===== config.mk =====
export PLATFORM = sky130hd
export DESIGN_NAME = ccode_unit
export DESIGN_NICKNAME = d
export VERILOG_FILES = /design/src/rtl/ccode_pkg.sv /design/src/rtl/cc_flag_bank.sv /design/src/rtl/ccode_unit.sv
export SDC_FILE = /design/constraint.sdc
export NUM_CORES = 1
export LEC_CHECK = 0
export CORE_MARGIN = 2
export CORE_UTILIZATION = 59
export DETAILED_ROUTE_END_ITERATION = 6
export DONT_BUFFER_PORTS = 1
export GPL_ROUTABILITY_DRIVEN = 1
export PLACE_DENSITY = 0.8
export SYNTH_ARGS = -nofsm -noshare
export SYNTH_HDL_FRONTEND = slang
export SYNTH_SLANG_ARGS = --single-unit

===== constraint.sdc =====
create_clock -name clk -period 2.2 [get_ports clk]
set_input_delay 0.33 -clock clk [delete_from_list [all_inputs] [get_ports clk]]
set_output_delay 0.33 -clock clk [all_outputs]
set_load 0.01 [all_outputs]

===== src/rtl/ccode_pkg.sv =====
`default_nettype none
// ---------------------------------------------------------------------------
// ccode_pkg : condition encodings, flag bit positions and condition evaluator
// Revision  : 1.0
// ---------------------------------------------------------------------------
package ccode_pkg;

  localparam logic [2:0] CC_NE = 3'b000;
  localparam logic [2:0] CC_EQ = 3'b001;
  localparam logic [2:0] CC_GT = 3'b010;
  localparam logic [2:0] CC_LT = 3'b011;
  localparam logic [2:0] CC_GE = 3'b100;
  localparam logic [2:0] CC_LE = 3'b101;
  localparam logic [2:0] CC_OV = 3'b110;
  localparam logic [2:0] CC_UN = 3'b111;

  localparam int FLG_N = 2;
  localparam int FLG_V = 1;
  localparam int FLG_Z = 0;

  function automatic logic cc_eval(input logic [2:0] cond, input logic [2:0] nvz);
    logic n, v, z, res;
    n   = nvz[FLG_N];
    v   = nvz[FLG_V];
    z   = nvz[FLG_Z];
    res = 1'b0;
    case (cond)
      CC_NE:   res = ~z;
      CC_EQ:   res = z;
      CC_GT:   res = ~z & ~n;
      CC_LT:   res = n;
      CC_GE:   res = z | (~n & ~z);
      CC_LE:   res = n | z;
      CC_OV:   res = v;
      default: res = 1'b1;
    endcase
    return res;
  endfunction

endpackage
`default_nettype wire


===== src/rtl/cc_flag_bank.sv =====
`default_nettype none
// ---------------------------------------------------------------------------
// cc_flag_bank : one N/V/Z flag set with masked update and sticky overflow
// Revision     : 1.0
// ---------------------------------------------------------------------------
module cc_flag_bank
  import ccode_pkg::*;
(
  input  logic       clk,
  input  logic       rst,
  input  logic       wr_en,
  input  logic [2:0] wr_mask,
  input  logic [2:0] wr_flags,
  input  logic       clr_sticky,
  output logic [2:0] flags,
  output logic       sticky
);

  always_ff @(posedge clk) begin
    if (rst) begin
      flags  <= 3'b000;
      sticky <= 1'b0;
    end else begin
      if (wr_en) begin
        flags <= (flags & ~wr_mask) | (wr_flags & wr_mask);
      end
      // A new overflow outranks a same-cycle clear.
      if (wr_en && wr_mask[FLG_V] && wr_flags[FLG_V]) begin
        sticky <= 1'b1;
      end else if (clr_sticky) begin
        sticky <= 1'b0;
      end
    end
  end

endmodule
`default_nettype wire


===== src/rtl/ccode_unit.sv =====
`default_nettype none
// ---------------------------------------------------------------------------
// ccode_unit : banked condition-code flags with branch-condition evaluation
// Revision   : 1.0
// ---------------------------------------------------------------------------
module ccode_unit
  import ccode_pkg::*;
#(
  parameter  int DATA_W    = 16,
  parameter  int NUM_BANKS = 2,
  parameter  int BYPASS    = 1,
  parameter  int REG_OUT   = 1,
  localparam int BANK_W    = (NUM_BANKS > 1) ? $clog2(NUM_BANKS) : 1
) (
  input  logic                 clk,
  input  logic                 rst,
  input  logic                 wr_en,
  input  logic [BANK_W-1:0]    wr_bank,
  input  logic [2:0]           wr_mask,
  input  logic [DATA_W-1:0]    alu_out,
  input  logic                 alu_ovfl,
  input  logic                 rd_en,
  input  logic [BANK_W-1:0]    rd_bank,
  input  logic [2:0]           cond,
  input  logic [NUM_BANKS-1:0] clr_sticky,
  output logic                 cond_valid,
  output logic                 cond_true,
  output logic [2:0]           rd_flags,
  output logic [NUM_BANKS-1:0] sticky_v
);

  logic [2:0]           derived;
  logic [2:0]           bank_flags [NUM_BANKS];
  logic [NUM_BANKS-1:0] bank_wr;
  logic [2:0]           stored;
  logic                 bypass_hit;
  logic [2:0]           eff_flags;
  logic                 eval_true;

  always_comb begin
    derived        = 3'b000;
    derived[FLG_N] = alu_out[DATA_W-1];
    derived[FLG_V] = alu_ovfl;
    derived[FLG_Z] = (alu_out == '0);
  end

  // Out-of-range write banks match no instance and are therefore dropped.
  for (genvar b = 0; b < NUM_BANKS; b++) begin : g_bank
    assign bank_wr[b] = wr_en && (wr_bank == BANK_W'(b));

    cc_flag_bank u_bank (
      .clk        (clk),
      .rst        (rst),
      .wr_en      (bank_wr[b]),
      .wr_mask    (wr_mask),
      .wr_flags   (derived),
      .clr_sticky (clr_sticky[b]),
      .flags      (bank_flags[b]),
      .sticky     (sticky_v[b])
    );
  end

  always_comb begin
    stored = 3'b000;
    for (int b = 0; b < NUM_BANKS; b++) begin
      if (rd_bank == BANK_W'(b)) begin
        stored = bank_flags[b];
      end
    end
  end

  assign bypass_hit = (BYPASS != 0) && rd_en && (|bank_wr) && (rd_bank == wr_bank);
  assign eff_flags  = bypass_hit ? ((stored & ~wr_mask) | (derived & wr_mask)) : stored;
  assign eval_true  = cc_eval(cond, eff_flags);

  if (REG_OUT != 0) begin : g_reg_out
    always_ff @(posedge clk) begin
      if (rst) begin
        cond_valid <= 1'b0;
        cond_true  <= 1'b0;
        rd_flags   <= 3'b000;
      end else begin
        cond_valid <= rd_en;
        cond_true  <= rd_en & eval_true;
        if (rd_en) begin
          rd_flags <= eff_flags;
        end
      end
    end
  end else begin : g_comb_out
    assign cond_valid = rd_en;
    assign cond_true  = rd_en & eval_true;
    assign rd_flags   = eff_flags;
  end

endmodule
`default_nettype wire

After elaboration in Yosys (flattened, before gate mapping) --
Cells that the tools add are included.
Storage, ports and cells: flip-flop bits (word level) 13, latch bits 0, memory bits (writable) 0, bits in read-only memories 0, input port bits 31, output and inout bits 7, word-level logic and storage cells 49, memories kept 0
Cells by class: $add $sub $neg 0, multiply operators 0, div/mod/pow operators 0, order comparisons 0, equality and inequality tests 7, shift operators 0, multiplexer cells 7, bitwise gates (word level) 15, reduce and logical (&&, ||, !) cells 13
Operator list (count):
- logical NOT 16 bit | 1
- AND 3 bit | 4
- equality test 3 bit, second input constant | 3
- bitwise OR 3 bit | 3
- logical AND 1 bit | 8
- case mux 1 bit (7 select lines) | 1
- equality test 3 x 2 -> 1 bit, second input constant | 2
- two-way mux 3 bit | 2
- two-way mux 1 bit | 4
- nonzero test 2 bit | 2
- equality test 3 x 1 -> 1 bit, second input constant | 1
- logical NOT 3 bit | 1
- inverter 1 bit | 3
- inverter 3 bit | 1
- AND 1 bit | 2
- bitwise OR 1 bit | 2
- OR reduction 2 bit | 1
- equality test 1 bit | 1

Logic depth before layout (Yosys ltp) --
depth after elaboration 11, mapped depth 6

Cells and area by module --
From an unflattened synthesis, not the netlist that was laid out.
Unflattened totals: cells, all modules 78, area, all modules 764.5 um^2
Modules (own cells, without submodules):
- ccode_unit | instances 1, cells each 48, area each 444.2 um^2, sequential area each 100.1 um^2
- cc_flag_bank | instances 2, cells each 15, area each 160.2 um^2, sequential area each 80.1 um^2

Worst setup path after synthesis --
No wires, ideal clock.
path kind input to register, start point input rd_bank, end point register cond_true, library setup time 0.078 ns, arrival time 1.605 ns, required time 2.122 ns, setup slack 0.517 ns, cell stages on the path 6, cells stage by stage buf_6 > xor2_2 > nand4b_4 > mux2i_1 > mux2_1 > a32oi_1
On the way: word-level cells in the longest chain between the ends 9, elaborated cells between the ends (all ways) 13, classes of those cells eq/ne: 1; mux: 3; bitwise: 8; reduce/logical: 1
RTL lines:
- start: declaration | line ccode_unit.sv:23 | input logic [BANK_W-1:0] rd_bank,
- two-way mux 3 bit | line ccode_unit.sv:66 | if (rd_bank == BANK_W'(b)) begin
- AND 3 bit | line ccode_unit.sv:73 | assign eff_flags = bypass_hit ? ((stored & ~wr_mask) | (derived & wr_mask)) : stored;
- bitwise OR 3 bit | line ccode_unit.sv:73
- two-way mux 3 bit * | line ccode_unit.sv:73
- inverter 1 bit, on equally long branches | line ccode_pkg.sv:30, ccode_pkg.sv:32, ccode_pkg.sv:28
- AND 1 bit | line ccode_pkg.sv:30, ccode_pkg.sv:32
- bitwise OR 1 bit | line ccode_pkg.sv:32 | CC_GE: res = z | (~n & ~z);
- case mux 1 bit (7 select lines) * | line ccode_pkg.sv:27 | case (cond)
- AND 1 bit * | line ccode_unit.sv:84 | cond_true <= rd_en & eval_true;
- end signal: assignment | line ccode_unit.sv:84
- end: declaration | line ccode_unit.sv:27 | output logic cond_true,
Mark *: on every way between the ends. The rest lies on a longest branch, timed or not. A chain may end at the register's enable or synchronous reset.

Worst setup path after layout --
start point input alu_out[15], end point register cond_true
On the way: word-level cells in the longest chain between the ends 9, elaborated cells between the ends (all ways) 11, classes of those cells mux: 2; bitwise: 8; reduce/logical: 1
RTL lines:
- start: declaration | line ccode_unit.sv:20 | input logic [DATA_W-1:0] alu_out,
- logical NOT 16 bit | line ccode_unit.sv:44 | derived[FLG_Z] = (alu_out == '0);
- AND 3 bit * | line ccode_unit.sv:73
- bitwise OR 3 bit * | line ccode_unit.sv:73
- two-way mux 3 bit * | line ccode_unit.sv:73
- inverter 1 bit | line ccode_pkg.sv:28, ccode_pkg.sv:30, ccode_pkg.sv:32
- AND 1 bit | line ccode_pkg.sv:30, ccode_pkg.sv:32
- bitwise OR 1 bit | line ccode_pkg.sv:32
- case mux 1 bit (7 select lines) * | line ccode_pkg.sv:27
- AND 1 bit * | line ccode_unit.sv:84
Marked as above.

==> reports/summary.txt <==
instance count on the critical path: 5
total track usage: 23.76%
Core Util, Final: 62.51%
grt ovf: 0
CP Capture Type: register
Ports: 38
worst skew pair latency: 270 ps
FMAX: 0.6698 GHz
number of buffers and inverters on the critical path: 0
status: completed
Arr. time, crit path: 1700 ps
Setup violations, final: 0
Synth cell types: 33
Worst Skew: 2.538 ps
DP HPWL: 1.250 mm
total wire length: 1.552 mm
Final nets: 121
cell family with most CP delay: multiplexers
Core Area: 1285 sq um
Starting Density: 62.32%
Die Area: 1668 sq um
clock root buffer: clkbuf_4
# resized after CTS: 0
hold path start: rst
vias in the first global route: 631
final hold vios: 0
most common cell after layout, fill and taps aside: dfxtp_1
Post-DP Area: 777.0 sq um
DRC violations left: 0
worst-case clock buffer depth: 2
Slowest-stage cell, CP: mux2_1
cts hold-fix bufs: 0
TritonRoute pass-1 iters: 4
CP Cell Sequence: nor4_1 -> nand4_1 -> mux2i_1 -> mux2_1 -> a32oi_1
Syn Inst Count: 91
register area: 260.3 sq um
largest net degree at the start of global routing: 13
Hold Path Depth: 1
row count: 13
Worst Path Required: 2400 ps
WHS Endpoint: g_bank[1].u_bank.sticky
Cell Area, Synth: 800.8 sq um
Syn Nets: 122
Max rail drop VDD: 0.3608 mV
vias per cell: 6.385
CTS H-tree depth: 1
die width: 40.84 um
CTS tree: built
initial antenna violation count: 0
worst setup margin: 707.1 ps
number of diodes: 0
worst r2r path cells: 4
period utilization: 67.86%
# fillers: 119
Design Power: 0.4411 mW
post-route cell area: 803.3 sq um
highest fanout seen on the critical path: 4
Syn. warnings: 0
CP startpoint kind: input port
layout cells sized above 1: 10.11%
Buffers on Ports: 0
clock sinks: 13
first-pass GRT wire length: 2.484 mm
Max stage delay on crit path: 360 ps
r2r endpoint: cond_true
RSZ-0062 raised after global routing: false
min-delay worst type: in -> reg
Slew @ Worst Pin: 304.8 ps
pwr/cell area: 549.1 nW/um^2
P&R area growth vs syn: 0.3125%
Reg2Reg Setup Slack: 820 ps
Reg clk slew, reported paths: 80 ps
CTS Buf Count: 3
fin crit period: 1493 ps
Rel. slew slack: 79.10%
Initial DRC Count: 7
WS Path Type: in -> reg
cell leakage power: 0.3050 nW
area of the multi-input gates: 494.2 sq um
Die Span Y: 40.84 um
Synth Area per Inst: 8.800 sq um
sequential share of the synthesized area: 32.50%
WL/cell: 14.92 um
post-CTS setup buffers: 0
#FFs+latches synth: 13
routed vias: 664
MaxCap Viol Count: 0
post-route ant nets: 0
dpl ws: 418.5 ps
Final TNS setup: 0 ps
most frequent cells in the layout: dfxtp_1, nor2_1, mux2i_1
Final Slew Violations: 0
Routability Congestion: 0.7379
[per-layer routing]
layer / vias up / global-route usage [%] / wire [um]
met1: 305 / 24.01 / 633
met5: - / 0 / 0
met4: 0 / 14.17 / 36
met2: 32 / 39.84 / 736
li1: 323 / - / -
met3: 4 / 10.33 / 146
[kinds of logic (layout without fill, tap and decap cells)]
logic type | after synthesis | after routing | synth area share (%)
simple gates | 43 | 43 | 30.00
compound gates | 15 | 15 | 12.66
flops | 13 | 13 | 32.50
mux | 12 | 12 | 17.03
buf+inv | 7 | 5 | 5.779
xor+xnor | 1 | 1 | 2.032
[cells in the mapped netlist]
master    count  share of area [%]
nor2_1        9                4.2
o21ai_0       1               0.62
o21a_1        1               0.94
nand2b_1      5                3.9
a32oi_1       1                1.1
o211a_1       1                1.3
a2111o_1      1                1.4
dfxtp_1      13                 33
buf_2         1               0.62
mux2_1        1                1.4
or2_1         1               0.78
nand3_1       7                4.4
nor4_1        4                3.1
nand3b_1      1               0.94
buf_6         1                1.4
mux2i_4       1                2.8
nand4_1       2                1.6
nor2b_1       1               0.78
o21ai_1       1               0.62
clkbuf_1      1               0.47
xor2_2        1                2.0
a21oi_1       7                4.4
o31a_2        1                1.3
buf_4         3                2.8
nor3_1        2                1.3
o221ai_1      1                1.1
mux2i_1       8                 10
mux2_2        2                2.8
nand2_1       7                3.3
inv_1         1               0.47
nand4b_4      1                3.0
and2b_1       2                1.9
nor3b_1       1               0.94
[how the worst max path moves through the flow]
stage	endpoint	startpoint	slack (ps)
global route	cond_true	alu_out[15]	540
floorplan	cond_true	rd_bank	520
CTS	cond_true	alu_out[15]	710
global placement	cond_true	alu_out[15]	520
detailed placement	cond_true	alu_out[15]	420
finish	cond_true	alu_out[15]	710
[power by group]
part	total (mW)	internal (mW)	switching (mW)
clock	0.149	0.0703	0.0785
combinational	0.0453	0.0259	0.0194
sequential	0.247	0.242	0.00509
total	0.441	0.338	0.103
[layout make-up]
class	instances	share of cell area (%)
inverter	1	0.4673
clock buffer	4	3.271
sequential	13	32.40
multi-input combinational	71	61.53
tap	15	2.336
[stage by stage]
step	hold slack [ps]	instances
2_1_floorplan	399.1	91
3_3_place_gp	401.0	100
3_5_place_dp	402.9	100
4_1_cts	103.2	104
5_1_grt	100.9	104
6_report	112.3	104
No activity file was read; power rests on OpenSTA's default activity.
